[config.mk]
export PLATFORM = sky130hd
export DESIGN_NAME = dsp48_input_pipe
export DESIGN_NICKNAME = d
export VERILOG_FILES = /design/src/rtl/dsp48_input_pipe.sv
export SDC_FILE = /design/constraint.sdc
export NUM_CORES = 1
export LEC_CHECK = 0
export ABC_AREA = 0
export BUFFER_PORTS_ARGS = -buffer_cell sky130_fd_sc_hd__buf_2
export CAP_MARGIN = 20
export CORE_MARGIN = 5
export CORE_UTILIZATION = 35
export DETAILED_ROUTE_END_ITERATION = 8
export PLACE_DENSITY_LB_ADDON = 0.3
export RECOVER_POWER = 50
export SLEW_MARGIN = 15
export SYNTH_ARGS = -nofsm -noshare
export SYNTH_HDL_FRONTEND = slang
export SYNTH_SLANG_ARGS = --single-unit
[constraint.sdc]
create_clock -name clk -period 3.1 [get_ports clk]
set_clock_uncertainty 0.15 [all_clocks]
set_input_delay 0.155 -clock clk [delete_from_list [all_inputs] [get_ports clk]]
set_output_delay 0.155 -clock clk [all_outputs]
set_load 0.02 [all_outputs]
[src/rtl/dsp48_input_pipe.sv]
// DSP48-style A/B/C/D operand register stage.
// Per-channel depth 0..4, clock enable, sync reset and fill flag.
module dsp48_input_pipe #(
  parameter int    A_DEPTH = 1,
  parameter int    B_DEPTH = 1,
  parameter int    C_DEPTH = 1,
  parameter int    D_DEPTH = 1,
  parameter string B_INPUT = "DIRECT",
  parameter int    WIDTH   = 18,
  parameter int    C_WIDTH = 48
) (
  input  logic               clk,
  input  logic               rsta_n,
  input  logic               rstb_n,
  input  logic               rstc_n,
  input  logic               rstd_n,
  input  logic               cea,
  input  logic               ceb,
  input  logic               cec,
  input  logic               ced,
  input  logic [WIDTH-1:0]   a,
  input  logic [WIDTH-1:0]   b,
  input  logic [WIDTH-1:0]   d,
  input  logic [WIDTH-1:0]   BCIN,
  input  logic [C_WIDTH-1:0] c,
  input  logic               bsel,
  output logic [WIDTH-1:0]   a_out,
  output logic [WIDTH-1:0]   b_out,
  output logic [WIDTH-1:0]   d_out,
  output logic [C_WIDTH-1:0] c_out,
  output logic [WIDTH-1:0]   BCOUT,
  output logic               a_full,
  output logic               b_full,
  output logic               c_full,
  output logic               d_full
);

  logic [WIDTH-1:0] b_src;
  logic             unused_src;

  // Unknown source modes feed zeros but keep the registers live
  if (B_INPUT == "DIRECT") begin : g_bdir
    assign b_src = b;
  end else if (B_INPUT == "CASCADE") begin : g_bcas
    assign b_src = BCIN;
  end else if (B_INPUT == "DYNAMIC") begin : g_bdyn
    assign b_src = bsel ? BCIN : b;
  end else begin : g_bzero
    assign b_src = '0;
  end

  assign unused_src = ^{bsel, BCIN, b};
  assign BCOUT      = b_out;

  for (genvar k = 0; k < 4; k++) begin : g_ch
    localparam int DEP = (k == 0) ? A_DEPTH :
                         (k == 1) ? B_DEPTH :
                         (k == 2) ? C_DEPTH : D_DEPTH;
    localparam int W   = (k == 2) ? C_WIDTH : WIDTH;

    logic [W-1:0] din;
    logic [W-1:0] dout;
    logic         rst_n;
    logic         ce;
    logic         full;

    if (k == 0) begin : g_io
      assign din    = a;
      assign rst_n  = rsta_n;
      assign ce     = cea;
      assign a_out  = dout;
      assign a_full = full;
    end else if (k == 1) begin : g_io
      assign din    = b_src;
      assign rst_n  = rstb_n;
      assign ce     = ceb;
      assign b_out  = dout;
      assign b_full = full;
    end else if (k == 2) begin : g_io
      assign din    = c;
      assign rst_n  = rstc_n;
      assign ce     = cec;
      assign c_out  = dout;
      assign c_full = full;
    end else begin : g_io
      assign din    = d;
      assign rst_n  = rstd_n;
      assign ce     = ced;
      assign d_out  = dout;
      assign d_full = full;
    end

    if (DEP == 0) begin : g_pass
      logic unused_ctl;
      assign dout       = din;
      assign full       = 1'b1;
      assign unused_ctl = ^{rst_n, ce};
    end else begin : g_reg
      localparam logic [2:0] DMAX = 3'(DEP);

      logic [W-1:0] stg [DEP];
      logic [2:0]   cnt;

      // Whole chain moves together; no partial shifts
      always_ff @(posedge clk) begin
        if (!rst_n) begin
          for (int i = 0; i < DEP; i++) stg[i] <= '0;
          cnt <= '0;
        end else if (ce) begin
          stg[0] <= din;
          for (int i = 1; i < DEP; i++) stg[i] <= stg[i-1];
          if (cnt != DMAX) cnt <= cnt + 3'd1;
        end
      end

      assign dout = stg[DEP-1];
      assign full = (cnt == DMAX);
    end
  end

endmodule
## Yosys cells after proc, flatten, opt, wreduce, memory -nomap -nowiden

Memories as Yosys holds them, arrays and structs flattened.
Cells that the tools add are included.

| storage, ports and cells | value |
|---|---|
| bits in registers | 12 |
| memories kept | 4 |
| logic and storage cells | 52 |
| memory bits (writable) | 102 |
| output and inout port bits | 124 |

Memory list:

| memory | depth | bits a word | read ports | clocked after Yosys merged registers in | wr ports | RTL line | source |
|---|---|---|---|---|---|---|---|
| g_ch[2].g_reg.stg | 1 | 48 | 1 | 0 | 1 | 101 | `logic [W-1:0] stg [DEP];` |
| g_ch[0].g_reg.stg | 1 | 18 | 1 | 0 | 1 | 101 |  |
| g_ch[1].g_reg.stg | 1 | 18 | 1 | 0 | 1 | 101 |  |
| g_ch[3].g_reg.stg | 1 | 18 | 1 | 0 | 1 | 101 |  |

| operators by class | value |
|---|---|
| reductions and logical operators | 8 |
| add/sub/neg operators | 4 |
| multiplexer cells | 24 |
| equality and inequality tests | 8 |

Operators by type and width:

| operator | count |
|---|---|
| 2-to-1 mux 18 bit | 3 |
| OR reduction 18 bit | 3 |
| 2-to-1 mux 48 bit | 1 |
| OR reduction 48 bit | 1 |
| 2-to-1 mux 1 bit | 20 |
| adder 3 x 1 -> 3 bit (second input constant) | 4 |
| == test 3 x 1 -> 1 bit (second input constant) | 4 |
| inequality test 3 x 1 -> 1 bit (second input constant) | 4 |
| AND reduction 2 bit | 4 |

## Logic depth before layout (Yosys ltp)

Gate-level depths: netlist of run 1.

| depth | value |
|---|---|
| word-level depth | 5 |
| mapped depth | 5 |
| mapped depth without buffers | 5 |

## Worst setup path before layout of run 1

OpenSTA, ideal clock, no wires.

| path | value |
|---|---|
| path type | in2reg |
| from | input cec |
| to | memory g_ch[2].g_reg.stg[0][0] in the netlist's numbering (enable) |
| setup time | 0.413 ns |
| slack | 0.890 ns |
| data arrival time | 1.647 ns |
| cell stages on the path | 3 |
| cell sequence | buf_4 buf_2 nand2b_1 |

| between the ends | value |
|---|---|
| longest elaborated chain between the ends | 5 |

RTL lines:

| element | RTL line | source |
|---|---|---|
| start: declaration | 19 | `input logic cec,` |
| 2-to-1 mux 1 bit * | 109 | `end else if (ce) begin` |
| 2-to-1 mux 1 bit * | 106 | `if (!rst_n) begin` |
| 2-to-1 mux 1 bit (not written as such) * | 110 | `stg[0] <= din;` |
| OR reduction 48 bit (no line) | - |  |
| 2-to-1 mux 1 bit (no line) * | - |  |
| end: declaration | 101 |  |

Mark *: on every way between the ends. The rest lies on a longest branch, timed or not.

## Final worst setup path of run 1

| path | value |
|---|---|
| from | register g_ch[3].g_reg.cnt[1] |
| to | output d_full |

| between the ends | value |
|---|---|
| longest elaborated chain between the ends | 1 |

RTL lines:

| element | RTL line | source |
|---|---|---|
| start: declaration | 102 | `logic [2:0] cnt;` |
| start signal: assignment | 112 | `if (cnt != DMAX) cnt <= cnt + 3'd1;` |
| == test 3 x 1 -> 1 bit | 117 | `assign full = (cnt == DMAX);` |
| end: declaration | 35 | `output logic d_full` |

No other way between the ends.

==> impl_metrics.csv, run 1 <==
group,metric,value,unit
grt,antenna_found_initial,0,
cts,cts_tree,"built",
floorplan,fp.dieArea,0.0158,mm²
route,vias_per_cell,4.47,
min_path,min_path_cells,3,
finish,fin_area,0.00734,mm²
placed_design,portBuffers,234,
worst_setup_path,crit_cells,5,
timing,fin_crit_sh,58.3,%
route,wl,12600,µm
timing,slew_viol_final,0,
floorplan,rows,42,
worst_setup_path,setup.worst_path.end,"d_full",
route,remaining_drc_errors,0,
worst_setup_path,r2r_end,"g_ch[3].g_reg.cnt[1]",
synth,syn_area,0.00468,mm²
timing,worst_slew_pin_slew,0.844,ns
floorplan,die_x,126,µm
worst_setup_path,required,2.79,ns
placed_design,gp_congestion,0.745,
cts,clockBufferDepth,2,
timing,fmax,554,MHz
grt,grt_max_degree,55,
synth,syn_inst,325,
worst_setup_path,cp_num_buf_inv,3,
timing,grt_setup_unrepaired,"no",
worst_setup_path,crit_top_cell,"inv_1",
timing,final.setup.worst_slack,1.29,ns
route,wl_per_cell,15.2,µm
pwr,ir_drop,326,µV
grt,grt_overflow,0,
timing,slew-limit-headroom,43.8,%
worst_setup_path,r2r_setup_slack,1.67,ns
min_path,hold_class,"input port to register",
finish,nets,780,
cts,clkTransAtPathRegs,0.05,ns
job,drv_cap,0,
grt,grt_pass1_vias,4070,
synth,ys_types,24,
timing,finalHoldViolCount,0,
synth,synth-seq-cells,114,
worst_setup_path,crit_chain,"inv_1, ha_1, nand2b_1, inv_1, buf_2",
placed_design,dpl_cell_area,0.00584,mm²
cts,postCtsSetupBuffers,0,
cts,cts_num_sinks,114,
timing,setup_viol,0,
worst_setup_path,worstSetupPathType,"register to primary output",
floorplan,core_area,0.0132,mm²
synth,syn_nets,463,
grt,grt_pass1_wl,20400,µm
worst_setup_path,worstPathArrival,1.50,ns
pwr,p_leak,3.54,nW
route,first_pass_iters,4,
pwr,power,4.37,mW
worst_setup_path,cp_top_family,"flip-flops",
worst_setup_path,worst_path_largest_cell_delay,0.36,ns
cts,worstSkewPairLatency,0.40,ns
worst_setup_path,crit_fanout,5,
worst_setup_path,critPathLaunchType,"register",
timing,setup_tns,0,ns
finish,area_growth,56.9,%
synth,ys_warn_count,0,
route,drtIter0Drc,152,
cts,clockRootBuffer,"clkbuf_16",
pwr,p_per_area,595,mW/mm²
finish,finish.utilization,55.6,%
worst_setup_path,rr_startpoint,"g_ch[3].g_reg.cnt[1]",
route,num_vias,3718,
grt,track_usage,16.2,%
worst_setup_path,crit_start,"g_ch[3].g_reg.cnt[1]",
timing,fin_crit,1.81,ns
synth,syn_avg_cell_area,14.4,µm²
floorplan,initial_core_util,35.5,%
outcome,outcome,"completed",
placed_design,dp_hpwl,8250,µm
floorplan,die-height,126,µm
floorplan,ios,254,
cts,numCtsBuffers,17,
synth,ys_seq_area_share,70.6,%
finish,drive_above_1_share,32.6,%
placed_design,dp_slack,1.05,ns
worst_setup_path,endpoint_kind,"primary output",
worst_setup_path,crit_path_top_delay_cell,"dfxtp_1",
route,antenna_left,0,
worst_setup_path,ff2ff_path_depth,5,
cts,cts_max_level,4,
power breakdown:
part	switching (mW)	internal, mW
combinational	0.373	0.259
clock	0.640	1.24
sequential	0.0461	1.81
total	1.06	3.31
through the flow:
stage | cells | hold slack [ns]
4_1_cts | 830 | 0.00113
2_1_floorplan | 325 | 0.119
6_report | 831 | 0.0173
3_5_place_dp | 697 | 0.323
5_1_grt | 830 | 0.0304
3_3_place_gp | 697 | 0.320
metal layers:
| metal | global-route usage [%] | vias to the layer above | routed length, µm |
|---|---|---|---|
| li1 | - | 1810 | - |
| met1 | 16.8 | 1706 | 4660 |
| met2 | 28.4 | 167 | 6410 |
| met3 | 6.60 | 35 | 1160 |
| met4 | 7.78 | 0 | 420 |
| met5 | 0 | - | 0 |
cells in the mapped netlist:
| cell type | count | area share (%) |
|---|---|---|
| a311oi_1 | 3 | 0.56 |
| nand2b_4 | 4 | 1.2 |
| edfxtp_1 | 102 | 65 |
| nor2_1 | 8 | 0.64 |
| mux2i_1 | 4 | 0.86 |
| a311oi_2 | 1 | 0.32 |
| ha_1 | 8 | 2.1 |
| buf_2 | 9 | 0.96 |
| nand2b_1 | 4 | 0.53 |
| a21oi_2 | 4 | 0.75 |
| a21o_1 | 2 | 0.32 |
| buf_6 | 1 | 0.24 |
| nand2_1 | 4 | 0.32 |
| clkbuf_1 | 7 | 0.56 |
| nand3_2 | 1 | 0.21 |
| and3_1 | 102 | 14 |
| nand3_1 | 3 | 0.32 |
| inv_1 | 15 | 1.2 |
| dfxtp_1 | 12 | 5.1 |
| clkbuf_2 | 2 | 0.21 |
| inv_2 | 1 | 0.080 |
| a21oi_1 | 4 | 0.43 |
| buf_4 | 22 | 3.5 |
| a21o_2 | 2 | 0.37 |
worst min-delay path, delay by kind of cell:
kind            cells  cell delay (ns)
buf+inv             2             0.31
compound gates      1             0.04
flip-flops by register name, summed over array words and instances, names as in the netlist:
| signal | cells |
|---|---|
| g_ch.g_reg.cnt | 12 |
| g_ch.g_reg.stg | 102 |
layout make-up:
class / count / area (µm²)
Antenna cell: 1 / 2.50
Timing Repair Buffer: 339 / 2140
Clock inverter: 13 / 144
Tap cell: 176 / 220
Inverter: 16 / 60.1
Multi-Input combinational cell: 154 / 1040
Clock buffer: 18 / 429
Fill cell: 1072 / 5850
Sequential cell: 114 / 3300
logic make-up (layout without fill, tap and decap cells):
| group | count (synthesis) | after routing | synth area share (%) |
|---|---|---|---|
| buffers and inverters | 57 | 386 | 6.79 |
| DFF | 114 | 114 | 70.6 |
| other | 0 | 1 | 0 |
| adders and majority gates | 8 | 8 | 2.14 |
| AOI/OAI and AO/OA | 16 | 16 | 2.75 |
| and+or+nand+nor | 126 | 126 | 16.8 |
| muxes | 4 | 4 | 0.856 |
cell usage in the layout, fill, tap and decap left out, types with 8 or more instances in the layout:
cell type / n
and3_1: 102
buf_2: 171
clkbuf_1: 64
clkbuf_16: 17
dfxtp_1: 12
dlygate4sd3_1: 102
edfxtp_1: 102
ha_1: 8
inv_1: 15
nor2_1: 8
worst min-delay path by stage:
stage	from	endpoint	slack, ns
3_5_place_dp	d[4]	g_ch[3].g_reg.stg[0][4]	0.32
4_1_cts	rstb_n	g_ch[1].g_reg.cnt[0]	0.001
5_1_grt	rsta_n	g_ch[0].g_reg.cnt[1]	0.03
3_3_place_gp	d[9]	g_ch[3].g_reg.stg[0][9]	0.32
2_1_floorplan	cea	g_ch[0].g_reg.cnt[1]	0.12
6_report	rstb_n	g_ch[1].g_reg.cnt[0]	0.02
repair_timing:
| item | CTS | global route |
|---|---|---|
| endpoints found under the setup margin | 0 | 0 |
| resized for setup | 0 | 0 |
| hold endpoints to repair | 102 | 0 |
| hold buffers | 102 | 0 |
(Power assumes the default switching activity.)
==> run 2: changes to the inputs <==
ABC_AREA = 1   (was 0)
clock period = 1.8 ns   (was 3.1 ns; I/O delays follow)
==> impl_metrics.csv, run 2 <==
group,metric,value,unit
outcome,outcome,"completed",
cts,clkTransAtPathRegs,0.05,ns
cts,clockRootBuffer,"clkbuf_16",
worst_setup_path,crit_chain,"inv_1, ha_1, nand2_2, nand3_1, nand2_1, dlygate4sd3_1, nor2_1",
synth,ys_warn_count,0,
finish,area_growth,59.3,%
grt,grt_pass1_wl,19900,µm
pwr,p_leak,3.62,nW
synth,syn_area,0.00472,mm²
synth,ys_types,12,
cts,worstSkewPairLatency,0.40,ns
placed_design,dp_hpwl,8090,µm
finish,fin_area,0.00751,mm²
min_path,min_path_cells,4,
route,antenna_left,0,
floorplan,fp.dieArea,0.0159,mm²
route,wl,12400,µm
cts,clockBufferDepth,2,
timing,final.setup.worst_slack,0.101,ns
worst_setup_path,crit_path_top_delay_cell,"dlygate4sd3_1",
timing,slew-limit-headroom,62.8,%
finish,nFillCells,1170,
placed_design,place_inst,818,
pwr,power_frac_comb,15.0,%
timing,grt_setup_unrepaired,"no",
finish,final_cell_mix,"128 x buf_2, 118 x inv_1, 114 x nor2_1, 114 x dlygate4sd3_1, 109 x clkbuf_1",
min_path,hold_end,"g_ch[0].g_reg.cnt[1]",
worst_setup_path,r2r_setup_slack,0.10,ns
worst_setup_path,required,1.94,ns
worst_setup_path,ff2ff_path_depth,7,
synth,syn_avg_cell_area,10.9,µm²
placed_design,dpl_cell_area,0.00595,mm²
synth,synthFlopType,"edfxtp_1",
synth,synth-seq-cells,114,
worst_setup_path,worst_path_largest_cell_delay,0.55,ns
finish,multi_input_area,756,µm²
synth,netlist_top_cells_count,"118 x inv_1, 114 x nor2_1, 102 x edfxtp_1",
cts,cts_num_sinks,114,
synth,synth.area.top_cells,"edfxtp_1 65%, inv_1 9.4%, nor2_1 9.1%, dfxtp_1 5.1%, buf_4 3.0%",
grt,grt_overflow,0,
grt,track_usage,15.6,%
synth,netlist.area_leader.share,65.0,%
worst_setup_path,worstPathArrival,1.84,ns
min_path,hp-start,"rsta_n",
grt,grt_pass1_vias,4226,
worst_setup_path,crit_cells,7,
finish,seq_area,0.00330,mm²
timing,slew_viol_final,0,
grt,grt_max_degree,45,
synth,synth_edf_count,102,
cts,postCtsSetupBuffers,0,
placed_design,portBuffers,234,
floorplan,die-height,126,µm
synth,yosysMostFrequentCell,"inv_1",
route,first_pass_iters,4,
timing,worst_slew_pin_slew,0.557,ns
worst_setup_path,crit_fanout,6,
worst_setup_path,endpoint_kind,"register",
timing,finalHoldViolCount,0,
pwr,power.switching,1.86,mW
worst_setup_path,cp_num_buf_inv,2,
route,drtIter0Drc,190,
worst_setup_path,critPathLaunchType,"register",
floorplan,die_x,126,µm
floorplan,core_area,0.0132,mm²
synth,synthArstFlopShare,0,%
finish,nets,913,
placed_design,gp_congestion,0.777,
finish,drive_above_1_share,21.1,%
min_path,hold_class,"input port to register",
timing,setup_viol,0,
pwr,p_int,5.56,mW
finish,top_regs,"g_ch.g_reg.stg x102, g_ch.g_reg.cnt x12",
worst_setup_path,cp_top_family,"buffers and inverters",
synth,synth_top_area_cell,"edfxtp_1",
timing,setup_tns,0,ns
finish,final_common_cell,"buf_2",
pwr,switching_share,25.0,%
cts,numCtsBuffers,17,
floorplan,initial_core_util,35.6,%
worst_setup_path,rr_startpoint,"g_ch[3].g_reg.cnt[1]",
pwr,clock_power_share,41.9,%
floorplan,rows,42,
synth,syn_inst,432,
finish,diodes,0,
job,drv_cap,0,
worst_setup_path,r2r_end,"g_ch[3].g_reg.cnt[1]",
timing,fin_crit_sh,94.4,%
timing,fmax,589,MHz
cts,cts_tree,"built",
route,vias_per_cell,4.10,
cts,cts_max_level,4,
route,num_vias,3955,
finish,regMostFlops,"g_ch.g_reg.stg",
floorplan,ios,254,
worst_setup_path,worstSetupPathType,"register to register",
route,remaining_drc_errors,0,
pwr,p_per_area,988,mW/mm²
pwr,ir_drop,659,µV
synth,syn_nets,570,
timing,fin_crit,1.70,ns
placed_design,dp_slack,0.543,ns
finish,final_cells,964,
route,wl_per_cell,12.8,µm
finish,largest_reg_flops,102,
synth,ys_seq_area_share,70.0,%
grt,antenna_found_initial,0,
pwr,power_frac_seq,43.0,%
-- run 2: layout make-up --
type | count | share of cell area (%)
Clock inverter | 12 | 1.55
Clock buffer | 20 | 5.81
Multi-Input combinational cell | 170 | 10.1
Tap cell | 176 | 2.93
Inverter | 118 | 5.90
Sequential cell | 114 | 44.0
Timing Repair Buffer | 354 | 29.8
-- run 2: per-stage QoR --
| step | power, mW | hold WS (ns) | utilization [%] |
|---|---|---|---|
| after floorplan | 3.83 | 0.0607 | - |
| after global placement | 4.17 | 0.216 | 44.9 |
| after detailed placement | 4.20 | 0.218 | 44.9 |
| after CTS | 7.55 | 0.335 | 57.7 |
| after global routing | 7.77 | 0.364 | 56.7 |
| final | 7.42 | 0.349 | 56.7 |
-- run 2: worst max path at each step --
stage | startpoint | end
after floorplan | cec | g_ch[2].g_reg.stg[0][0]
after global placement | cec | g_ch[2].g_reg.stg[0][40]
after detailed placement | cec | g_ch[2].g_reg.stg[0][18]
after CTS | g_ch[1].g_reg.cnt[1] | g_ch[1].g_reg.cnt[1]
after global routing | g_ch[1].g_reg.cnt[1] | g_ch[1].g_reg.cnt[1]
final | g_ch[3].g_reg.cnt[1] | g_ch[3].g_reg.cnt[1]
-- run 2: logic make-up after synthesis --
family | after synthesis | synth area share, %
compound gates | 12 | 1.27
simple gates | 150 | 12.6
buf+inv | 148 | 14.0
fa+ha+maj | 8 | 2.12
flops | 114 | 70.0
-- run 2: layer usage --
metal  global-route usage, %  vias up  wire length (µm)
li1                        -     1987                 -
met5                       0        -                 0
met4                    7.95        0               370
met3                    5.67       32              1110
met1                    15.6     1773              4510
met2                    28.2      163              6380
-- run 2: tightest hold or removal path, stage by stage --
cell           delay [ns]
dlygate4sd3_1        0.53
buf_2                0.15
nand2_1              0.06
nor2_1               0.03
-- run 2: repair_timing --
action	4_1_cts	5_1_grt
gates resized for setup	0	4
hold buffers	114	0
hold endpoints to repair	114	0
endpoints found under the setup margin	0	4
-- run 2: power by group through the flow --
stage / Combinational, mW / Clock [mW] / Sequential (mW)
CTS: 1.16 / 3.20 / 3.19
global route: 1.21 / 3.34 / 3.22
global placement: 0.944 / 0 / 3.23
floorplan: 0.338 / 0 / 3.49
finish: 1.11 / 3.11 / 3.20
detailed placement: 0.960 / 0 / 3.24
